File: src/rtl/i2c_pkg.sv
// rtl/i2c_pkg.sv - shared types and constants for the I2C SCL generator
package i2c_pkg;

   typedef enum logic [1:0] {
      ST_IDLE    = 2'd0,
      ST_LOW     = 2'd1,
      ST_STRETCH = 2'd2,
      ST_HIGH    = 2'd3
   } scl_state_e;

   localparam logic [1:0] MODE_SM = 2'd0;
   localparam logic [1:0] MODE_FM = 2'd1;
   localparam logic [1:0] MODE_FP = 2'd2;

   // Phase lengths in 50 MHz cycles
   localparam int DEF_LOW_SM  = 250;
   localparam int DEF_HIGH_SM = 250;
   localparam int DEF_LOW_FM  = 75;
   localparam int DEF_HIGH_FM = 50;
   localparam int DEF_LOW_FP  = 30;
   localparam int DEF_HIGH_FP = 20;

   function automatic int max_of6(input int a, input int b, input int c,
                                  input int d, input int e, input int f);
      int m;
      m = a;
      if (b > m) m = b;
      if (c > m) m = c;
      if (d > m) m = d;
      if (e > m) m = e;
      if (f > m) m = f;
      return m;
   endfunction

endpackage

File: src/rtl/sync_2ff.sv
// rtl/sync_2ff.sv - two-flop synchroniser for a level that idles high
module sync_2ff (
   input  logic clk_i,
   input  logic rst_i,
   input  logic d_i,
   output logic q_o
);

   logic meta_q;
   logic sync_q;

   always_ff @(posedge clk_i or posedge rst_i) begin
      if (rst_i) begin
         meta_q <= 1'b1;
         sync_q <= 1'b1;
      end else begin
         meta_q <= d_i;
         sync_q <= meta_q;
      end
   end

   assign q_o = sync_q;

endmodule

File: src/rtl/i2c_scl_gen.sv
// rtl/i2c_scl_gen.sv - open-drain SCL generator with SM/FM/FM+ rates and phase strobes
// Define I2C_SCL_STRETCH_EN to honour slave clock stretching via the scl_in_i pad level.
module i2c_scl_gen
   import i2c_pkg::*;
#(
   parameter int LOW_SM  = DEF_LOW_SM,
   parameter int HIGH_SM = DEF_HIGH_SM,
   parameter int LOW_FM  = DEF_LOW_FM,
   parameter int HIGH_FM = DEF_HIGH_FM,
   parameter int LOW_FP  = DEF_LOW_FP,
   parameter int HIGH_FP = DEF_HIGH_FP
) (
   input  logic       clk_i,
   input  logic       reset_i,
   input  logic       en_i,
   input  logic [1:0] freq_mode_i,
   input  logic       scl_in_i,
   output logic       scl_oe_o,
   output logic       scl_fall_o,
   output logic       scl_rise_o,
   output logic       low_mid_o,
   output logic       high_mid_o,
   output logic       busy_o,
   output logic       stretching_o
);

   localparam int MAX_LEN = max_of6(LOW_SM, HIGH_SM, LOW_FM, HIGH_FM, LOW_FP, HIGH_FP);
   localparam int CNT_W   = (MAX_LEN > 1) ? $clog2(MAX_LEN) : 1;

   typedef logic [CNT_W-1:0] cnt_t;

   localparam cnt_t L_SM_LAST = cnt_t'(LOW_SM - 1);
   localparam cnt_t L_FM_LAST = cnt_t'(LOW_FM - 1);
   localparam cnt_t L_FP_LAST = cnt_t'(LOW_FP - 1);
   localparam cnt_t H_SM_LAST = cnt_t'(HIGH_SM - 1);
   localparam cnt_t H_FM_LAST = cnt_t'(HIGH_FM - 1);
   localparam cnt_t H_FP_LAST = cnt_t'(HIGH_FP - 1);
   localparam cnt_t L_SM_MID  = cnt_t'(LOW_SM / 2);
   localparam cnt_t L_FM_MID  = cnt_t'(LOW_FM / 2);
   localparam cnt_t L_FP_MID  = cnt_t'(LOW_FP / 2);
   localparam cnt_t H_SM_MID  = cnt_t'(HIGH_SM / 2);
   localparam cnt_t H_FM_MID  = cnt_t'(HIGH_FM / 2);
   localparam cnt_t H_FP_MID  = cnt_t'(HIGH_FP / 2);

   // Mode 3 and anything unknown fall back to standard mode
   function automatic cnt_t low_last_f(input logic [1:0] m);
      case (m)
         MODE_FM: return L_FM_LAST;
         MODE_FP: return L_FP_LAST;
         default: return L_SM_LAST;
      endcase
   endfunction

   function automatic cnt_t high_last_f(input logic [1:0] m);
      case (m)
         MODE_FM: return H_FM_LAST;
         MODE_FP: return H_FP_LAST;
         default: return H_SM_LAST;
      endcase
   endfunction

   function automatic cnt_t low_mid_f(input logic [1:0] m);
      case (m)
         MODE_FM: return L_FM_MID;
         MODE_FP: return L_FP_MID;
         default: return L_SM_MID;
      endcase
   endfunction

   function automatic cnt_t high_mid_f(input logic [1:0] m);
      case (m)
         MODE_FM: return H_FM_MID;
         MODE_FP: return H_FP_MID;
         default: return H_SM_MID;
      endcase
   endfunction

   scl_state_e state_q, state_d;
   cnt_t       cnt_q, cnt_d;
   logic [1:0] cur_mode_q, cur_mode_d;
   logic       scl_oe_q, scl_oe_d;
   logic       scl_fall_q, scl_fall_d;
   logic       scl_rise_q, scl_rise_d;
   logic       low_mid_q, low_mid_d;
   logic       high_mid_q, high_mid_d;
   logic       busy_q, busy_d;
   logic       stretching_q, stretching_d;

`ifdef I2C_SCL_STRETCH_EN
   logic scl_sync;

   sync_2ff u_scl_sync (
      .clk_i (clk_i),
      .rst_i (reset_i),
      .d_i   (scl_in_i),
      .q_o   (scl_sync)
   );
`else
   logic unused_scl_in;
   assign unused_scl_in = scl_in_i;
`endif

   always_ff @(posedge clk_i or posedge reset_i) begin
      if (reset_i) begin
         state_q      <= ST_IDLE;
         cnt_q        <= '0;
         cur_mode_q   <= MODE_SM;
         scl_oe_q     <= 1'b0;
         scl_fall_q   <= 1'b0;
         scl_rise_q   <= 1'b0;
         low_mid_q    <= 1'b0;
         high_mid_q   <= 1'b0;
         busy_q       <= 1'b0;
         stretching_q <= 1'b0;
      end else begin
         state_q      <= state_d;
         cnt_q        <= cnt_d;
         cur_mode_q   <= cur_mode_d;
         scl_oe_q     <= scl_oe_d;
         scl_fall_q   <= scl_fall_d;
         scl_rise_q   <= scl_rise_d;
         low_mid_q    <= low_mid_d;
         high_mid_q   <= high_mid_d;
         busy_q       <= busy_d;
         stretching_q <= stretching_d;
      end
   end

   always_comb begin
      state_d    = state_q;
      cnt_d      = '0;
      cur_mode_d = cur_mode_q;
      case (state_q)
         ST_IDLE: begin
            if (en_i) state_d = ST_LOW;
         end
         ST_LOW: begin
            if (cnt_q == low_last_f(cur_mode_q)) begin
`ifdef I2C_SCL_STRETCH_EN
               state_d = ST_STRETCH;
`else
               state_d = ST_HIGH;
`endif
            end
         end
         ST_STRETCH: begin
`ifdef I2C_SCL_STRETCH_EN
            if (scl_sync) state_d = ST_HIGH;
`else
            state_d = ST_HIGH;
`endif
         end
         ST_HIGH: begin
            if (cnt_q == high_last_f(cur_mode_q)) state_d = en_i ? ST_LOW : ST_IDLE;
         end
         default: state_d = ST_IDLE;
      endcase

      // The rate is frozen for the whole period at the moment SCL is pulled low
      if (state_d == ST_LOW && state_q != ST_LOW) cur_mode_d = freq_mode_i;

      if (state_d == state_q && (state_q == ST_LOW || state_q == ST_HIGH)) cnt_d = cnt_q + 1'b1;
   end

   // Outputs are decoded from the next state so the registered copies line up with state_q
   always_comb begin
      scl_oe_d   = (state_d == ST_LOW);
      scl_fall_d = (state_d == ST_LOW) && (state_q != ST_LOW);
      scl_rise_d = (state_d == ST_HIGH) && (state_q != ST_HIGH);
      low_mid_d  = (state_d == ST_LOW) && (cnt_d == low_mid_f(cur_mode_d));
      high_mid_d = (state_d == ST_HIGH) && (cnt_d == high_mid_f(cur_mode_d));
      busy_d     = (state_d != ST_IDLE);
`ifdef I2C_SCL_STRETCH_EN
      stretching_d = (state_d == ST_STRETCH);
`else
      stretching_d = 1'b0;
`endif
   end

   assign scl_oe_o     = scl_oe_q;
   assign scl_fall_o   = scl_fall_q;
   assign scl_rise_o   = scl_rise_q;
   assign low_mid_o    = low_mid_q;
   assign high_mid_o   = high_mid_q;
   assign busy_o       = busy_q;
   assign stretching_o = stretching_q;

endmodule
File: config.mk
export PLATFORM = sky130hd
export DESIGN_NAME = i2c_scl_gen
export DESIGN_NICKNAME = d
export VERILOG_FILES = /design/src/rtl/i2c_pkg.sv /design/src/rtl/sync_2ff.sv /design/src/rtl/i2c_scl_gen.sv
export SDC_FILE = /design/constraint.sdc
export NUM_CORES = 1
export LEC_CHECK = 0
export CAP_MARGIN = 20
export CELL_PAD_IN_SITES_DETAIL_PLACEMENT = 0
export CELL_PAD_IN_SITES_GLOBAL_PLACEMENT = 1
export CORE_ASPECT_RATIO = 1.75
export CORE_UTILIZATION = 30
export DETAILED_ROUTE_END_ITERATION = 10
export PLACE_DENSITY = 0.59
export SLEW_MARGIN = 20
export SYNTH_ARGS = -nofsm -noshare
export SYNTH_HDL_FRONTEND = slang
export SYNTH_SLANG_ARGS = --single-unit
export TNS_END_PERCENT = 10
File: constraint.sdc
create_clock -name clk_i -period 10.9 [get_ports clk_i]
set_input_delay 3.27 -clock clk_i [delete_from_list [all_inputs] [get_ports clk_i]]
set_output_delay 3.27 -clock clk_i [all_outputs]
set_load 0.02 [all_outputs]
# [After elaboration in Yosys (flattened, before gate mapping)]
# Cells that the tools add are included.
# W data, S select, Z words.
[totals] register_bits=18 inputBits=6 out_inout_bits=7 word_cells=47
[op_classes] addsub=1 eq_ne=16 muxes=13 n_reduce_logical=8
[ops] cell="$eq A8 B8 Y1" count=4
[ops] cell="$pmux W8 S2" count=2
[ops] cell="$pmux W7 S2" count=2
[ops] cell="$mux W8" count=3
[ops] cell="$eq A2 B2 Y1 const B" count=5
[ops] cell="$add A8 B1 Y8 const B" count=1
[ops] cell="$eq A2 B1 Y1 const B" count=4
[ops] cell="$mux W2" count=4
[ops] cell="$pmux W2 S4" count=1
[ops] cell="$logic_and A1 B1 Y1" count=5
[ops] cell="$eq A2 B2 Y1" count=1
[ops] cell="$logic_not A2 Y1" count=1
[ops] cell="$ne A2 B1 Y1 const B" count=1
[ops] cell="$ne A2 B2 Y1 const B" count=1
[ops] cell="$reduce_bool A2 Y1" count=1
[ops] cell="$logic_or A1 B1 Y1" count=1
[ops] cell="$mux W1" count=1

# [Logic depth before layout (Yosys ltp)]
[logic_depth] depth_word=13 mapped_depth=16 mapped_depth_nobuf=15

# [Worst setup path after synthesis]
# OpenSTA, ideal clock, no wires.
[synth_path] path_type="input-to-reg" startpoint="in en_i" endpoint="reg low_mid_q (netlist: low_mid_o)" setup_time_ns=0.087 t_arrival_ns=4.811 required_ns=10.813 path_slack_ns=6.003 stages=10 path_buffers=1 cell_sequence="and3_1 buf_6 mux2_4 ha_1 xor2_1 xor2_1 nor3_1 a31oi_1 nand2b_1 a211oi_2"
[synth_between] elab_chain_len=10 word_cells_on_any_way=15 cone_classes="eq/ne: 5; mux: 7; reduce/logical: 3"
[synth_rtl] item="start, declared" line="i2c_scl_gen.sv:15" rtl="input logic en_i,"
[synth_rtl] item="$mux W1" line="i2c_scl_gen.sv:154" rtl="if (cnt_q == high_last_f(cur_mode_q)) state_d = en_i ? ST_LOW : ST_IDLE;"
[synth_rtl] item="$mux W2" line="i2c_scl_gen.sv:154"
[synth_rtl] item="$pmux W2 S4 *" line="i2c_scl_gen.sv:133" rtl="case (state_q)"
[synth_rtl] item="$eq A2 B1 Y1 *"
[synth_rtl] item="$logic_and A1 B1 Y1 *"
[synth_rtl] item="named net scl_fall_d" line="i2c_scl_gen.sv:82" rtl="logic scl_fall_q, scl_fall_d;"
[synth_rtl] item="$mux W2 *" line="i2c_scl_gen.sv:160" rtl="if (state_d == ST_LOW && state_q != ST_LOW) cur_mode_d = freq_mode_i;"
[synth_rtl] item="named net cur_mode_d[0]" line="i2c_scl_gen.sv:80" rtl="logic [1:0] cur_mode_q, cur_mode_d;"
[synth_rtl] item="$eq A2 B2 Y1 or $eq A2 B1 Y1 (tied branches)" line="i2c_scl_gen.sv:63" rtl="case (m)"
[synth_rtl] item="$pmux W7 S2 *" line="i2c_scl_gen.sv:63"
[synth_rtl] item="$eq A8 B8 Y1 *" line="i2c_scl_gen.sv:170" rtl="low_mid_d = (state_d == ST_LOW) && (cnt_d == low_mid_f(cur_mode_d));"
[synth_rtl] item="$logic_and A1 B1 Y1 *" line="i2c_scl_gen.sv:170"
[synth_rtl] item="named net low_mid_d" line="i2c_scl_gen.sv:84" rtl="logic low_mid_q, low_mid_d;"
[synth_rtl] item="end signal, assigned" line="i2c_scl_gen.sv:122" rtl="low_mid_q <= low_mid_d;"
[synth_rtl] item="end, declared" line="i2c_scl_gen.sv:84"
# Mark *: on every way through the listed nets, which the timed path passes. The rest lies on a longest branch.

# [Worst setup path after layout]
[layout_path] startpoint="in en_i" endpoint="reg high_mid_q (netlist: high_mid_o)"
[layout_between] elab_chain_len=10 word_cells_on_any_way=16 cone_classes="eq/ne: 6; mux: 7; reduce/logical: 3"
[layout_rtl] item="$mux W1" line="i2c_scl_gen.sv:154"
[layout_rtl] item="$mux W2" line="i2c_scl_gen.sv:154"
[layout_rtl] item="$pmux W2 S4 *" line="i2c_scl_gen.sv:133"
[layout_rtl] item="$eq A2 B1 Y1 *" line="i2c_scl_gen.sv:160"
[layout_rtl] item="$logic_and A1 B1 Y1 *" line="i2c_scl_gen.sv:160"
[layout_rtl] item="$mux W2 *" line="i2c_scl_gen.sv:160"
[layout_rtl] item="named net cur_mode_d[1]" line="i2c_scl_gen.sv:80"
[layout_rtl] item="$eq A2 B2 Y1 or $eq A2 B1 Y1 (tied branches)" line="i2c_scl_gen.sv:71" rtl="case (m)"
[layout_rtl] item="$pmux W7 S2 *" line="i2c_scl_gen.sv:71"
[layout_rtl] item="$eq A8 B8 Y1 *" line="i2c_scl_gen.sv:171" rtl="high_mid_d = (state_d == ST_HIGH) && (cnt_d == high_mid_f(cur_mode_d));"
[layout_rtl] item="$logic_and A1 B1 Y1 *" line="i2c_scl_gen.sv:171"
[layout_rtl] item="named net high_mid_d" line="i2c_scl_gen.sv:85" rtl="logic high_mid_q, high_mid_d;"
[layout_rtl] item="end signal, assigned" line="i2c_scl_gen.sv:123" rtl="high_mid_q <= high_mid_d;"
[layout_rtl] item="end, declared" line="i2c_scl_gen.sv:85"
# Marks and branches as above.

==> flow_summary.ini <==
[run_status]
outcome = complete, no violations

[power]
p_leak_nw = 0.5691
vdd.ir_drop.worst_uv = 52.17
power.switching_uw = 27.39
cellInternalPower_uw = 100.3
power.share.clock_pct = 45.0
swShare_pct = 21.46
powerDensity_nw_per_um2 = 92.33
seq_power_share_pct = 52.3
comb_power_share_pct = 2.7

[sta]
maxSlewHeadroom_pct = 52.14
rsz0062_at_grt = false
worst_pin_slew_ns = 0.7171
hold_viol = 0
skew_ns = 0.004437
timing.final.crit_period_ns = 5.522
tns_ns = 0
drv_slew = 0
max_freq_mhz = 181.1
fin_crit_sh_pct = 50.66
finalSetupViolCount = 0

[clock_network]
htree_levels = 1
cts_hold_buf = 0
clock_latency_ns = 0.26
tritoncts = done
clockRootBuffer = clkbuf_8
clk_pin_slew_ns = 0.08
cts_setup_buffers = 0
numCtsBuffers = 3
cts_resized = 0
clockBufferDepth = 2
clkSinkCount = 18

[grt]
grt_pass1_wl_um = 4733
antenna_found_initial = 0
grt_max_degree = 19
grt_overflow = 0
grt_pass1_vias = 985
track_usage_pct = 15.07

[logic_synthesis]
ys.flop_type = dfrtp_1
yosysSeqAreaShare_pct = 36.62
synth_edf_count = 0
netlist_area_um2 = 1230
syn_area_per_cell_um2 = 9.179
syn_nets = 145
yosys_warnings = 0
synth_cell_types = 43
synth_cells = 134
synthArstFlopShare_pct = 100.0
ys_ff_latch = 18

[route]
drc = 0
vias = 957
drtIter0Drc = 35
routedWlPerCell_um = 15.58
drtPass1Iterations = 4
wl_um = 2898
vias_per_cell = 5.145
ant_nets = 0

[worst_setup_path]
cp-endpoint = high_mid_o$_DFF_PP0_
r2r_start = cur_mode_q[0]$_DFF_PP0_
r2r-end = high_mid_o$_DFF_PP0_
crit_type = input port to flip-flop
worstPathArrival_ns = 5.73
path_max_fanout = 6
cp_data_required_time_ns = 11.11
r2r_slack_ns = 6.96
critPathLaunch = en_i
rr_worst_depth = 15
startpoint_type = input port
end_kind = flip-flop

[placement]
hpwl_um = 2203
numPortBuffers = 10
gp_congestion = 0.7600
postPlaceCellArea_um2 = 1328

[min_path]
hold_depth = 1
hp-class = flip-flop to flip-flop

[final_layout]
antenna_cells = 0
area_delta_synth_final_pct = 12.41
drive_above_1_share_pct = 8.696
fin_area_um2 = 1383
nFillCells = 421
seqCellArea_um2 = 450.4
design.final.nets = 150
multiInputGateArea_um2 = 683.2

[flow_run]
cap_violations = 0

[floorplan]
rows = 30
io_pins = 13
dieWidth_um = 50.40
core_area_um2 = 3904
dieHeight_um = 86.70
initial_utilization_pct = 31.51
dieArea_um2 = 4370
-- sequential cells by signal, indices dropped and copies added (netlist names) --
| signal | flops |
|---|---|
| state_q | 2 |
| high_mid_o | 1 |
| busy_o | 1 |
| scl_rise_o | 1 |
| scl_oe_o | 1 |
| scl_fall_o | 1 |
| cur_mode_q | 2 |
| low_mid_o | 1 |
| cnt_q | 8 |
-- logic make-up after synthesis --
family                   share of synthesized area [%]
AO/OA/AOI/OAI                                    15.26
other                                           0.3049
adder cells (fa/ha/maj)                          5.086
XOR/XNOR                                         7.121
multiplexers                                     4.069
AND/OR/NAND/NOR                                  23.70
buffers and inverters                            7.832
flip-flops                                       36.62
-- placed cells by master, fill, tap and decap left out, types with 2 or more instances in the layout --
cell and instances:
inv_1 9, ha_1 5, nand2b_1 3, clkdlybuf4s50_1 10, and3_1 3, a41o_1 2, o22ai_1 4, xor2_1 6
mux2i_1 2, mux2_4 2, dfrtp_1 18, nand2_1 10, nand4_1 3, nor2_1 13, or3_1 2, xnor2_1 4
a21oi_1 2, o2111a_1 2, clkbuf_8 4, nand3_1 5, nor3_1 2, or2b_1 2, nor2b_1 2, o21ai_0 4
nand3b_1 3
-- worst min-delay path by stage --
stage                            startpoint                       to  slack, ns
floorplan           cur_mode_q[1]$_DFF_PP0_  cur_mode_q[1]$_DFF_PP0_       0.54
global placement    cur_mode_q[1]$_DFF_PP0_  cur_mode_q[1]$_DFF_PP0_       0.59
detailed placement  cur_mode_q[1]$_DFF_PP0_  cur_mode_q[1]$_DFF_PP0_       0.59
CTS                 cur_mode_q[1]$_DFF_PP0_  cur_mode_q[1]$_DFF_PP0_       0.61
global route        cur_mode_q[1]$_DFF_PP0_  cur_mode_q[1]$_DFF_PP0_       0.63
finish              cur_mode_q[1]$_DFF_PP0_  cur_mode_q[1]$_DFF_PP0_       0.60
-- worst max-delay path: stages --
cell,delay (ns)
clkdlybuf4s50_1,0.56
and3_1,0.35
mux2_4,0.35
ha_1,0.37
inv_1,0.12
and3_1,0.20
a21oi_1,0.12
nand2_1,0.08
nor2_1,0.11
o2111a_1,0.19
-- routing by layer --
metal / vias to the layer above / track usage [%] / part of all wire [%]
li1: 468 / - / -
met1: 455 / 14.81 / 38
met2: 25 / 27.88 / 55
met3: 9 / 2.105 / 2.4
met4: 0 / 10.61 / 4.7
met5: - / 0 / 0
-- stage by stage --
step | setup slack (ns) | std cells | utilization, % | total power [mW] | hold slack (ns)
after floorplan | 6.003 | 134 | - | 0.06966 | 0.5422
after global placement | 5.101 | 182 | 34.01 | 0.07157 | 0.5938
after detailed placement | 5.089 | 182 | 34.01 | 0.07164 | 0.5912
after CTS | 5.357 | 186 | 35.42 | 0.1286 | 0.6091
after global routing | 5.200 | 186 | 35.42 | 0.1308 | 0.6318
final | 5.378 | 186 | 35.42 | 0.1276 | 0.6005
-- power by group through the flow --
stage          clock network (mW)  registers, mW  logic, mW
5_1_grt                    0.0601         0.0667    0.00399
3_5_place_dp                    0         0.0680    0.00360
4_1_cts                    0.0583         0.0667    0.00362
6_report                   0.0575         0.0667    0.00347
2_1_floorplan                   0         0.0680    0.00162
3_3_place_gp                    0         0.0680    0.00353
-- synthesized netlist by cell type, types with 3 or more instances --
cell type | instances | area, um2
nand2_1 | 10 | 37.54
clkbuf_1 | 4 | 15.01
nand3b_1 | 3 | 22.52
dfrtp_1 | 18 | 450.4
nand3_1 | 5 | 25.02
and3_1 | 3 | 18.77
o21ai_0 | 4 | 20.02
xor2_1 | 6 | 52.55
nand4_1 | 3 | 18.77
inv_1 | 9 | 33.78
o22ai_1 | 4 | 25.02
ha_1 | 5 | 62.56
xnor2_1 | 4 | 35.03
nand2b_1 | 3 | 18.77
nor2_1 | 13 | 48.80
-- cell type report --
type | instances | area share (%)
Clock buffer | 4 | 3.982
Inverter | 9 | 2.443
Multi-Input combinational cell | 97 | 49.41
Sequential cell | 18 | 32.58
Tap cell | 48 | 4.344
Timing Repair Buffer | 10 | 7.240
(Power assumes the default switching activity.)
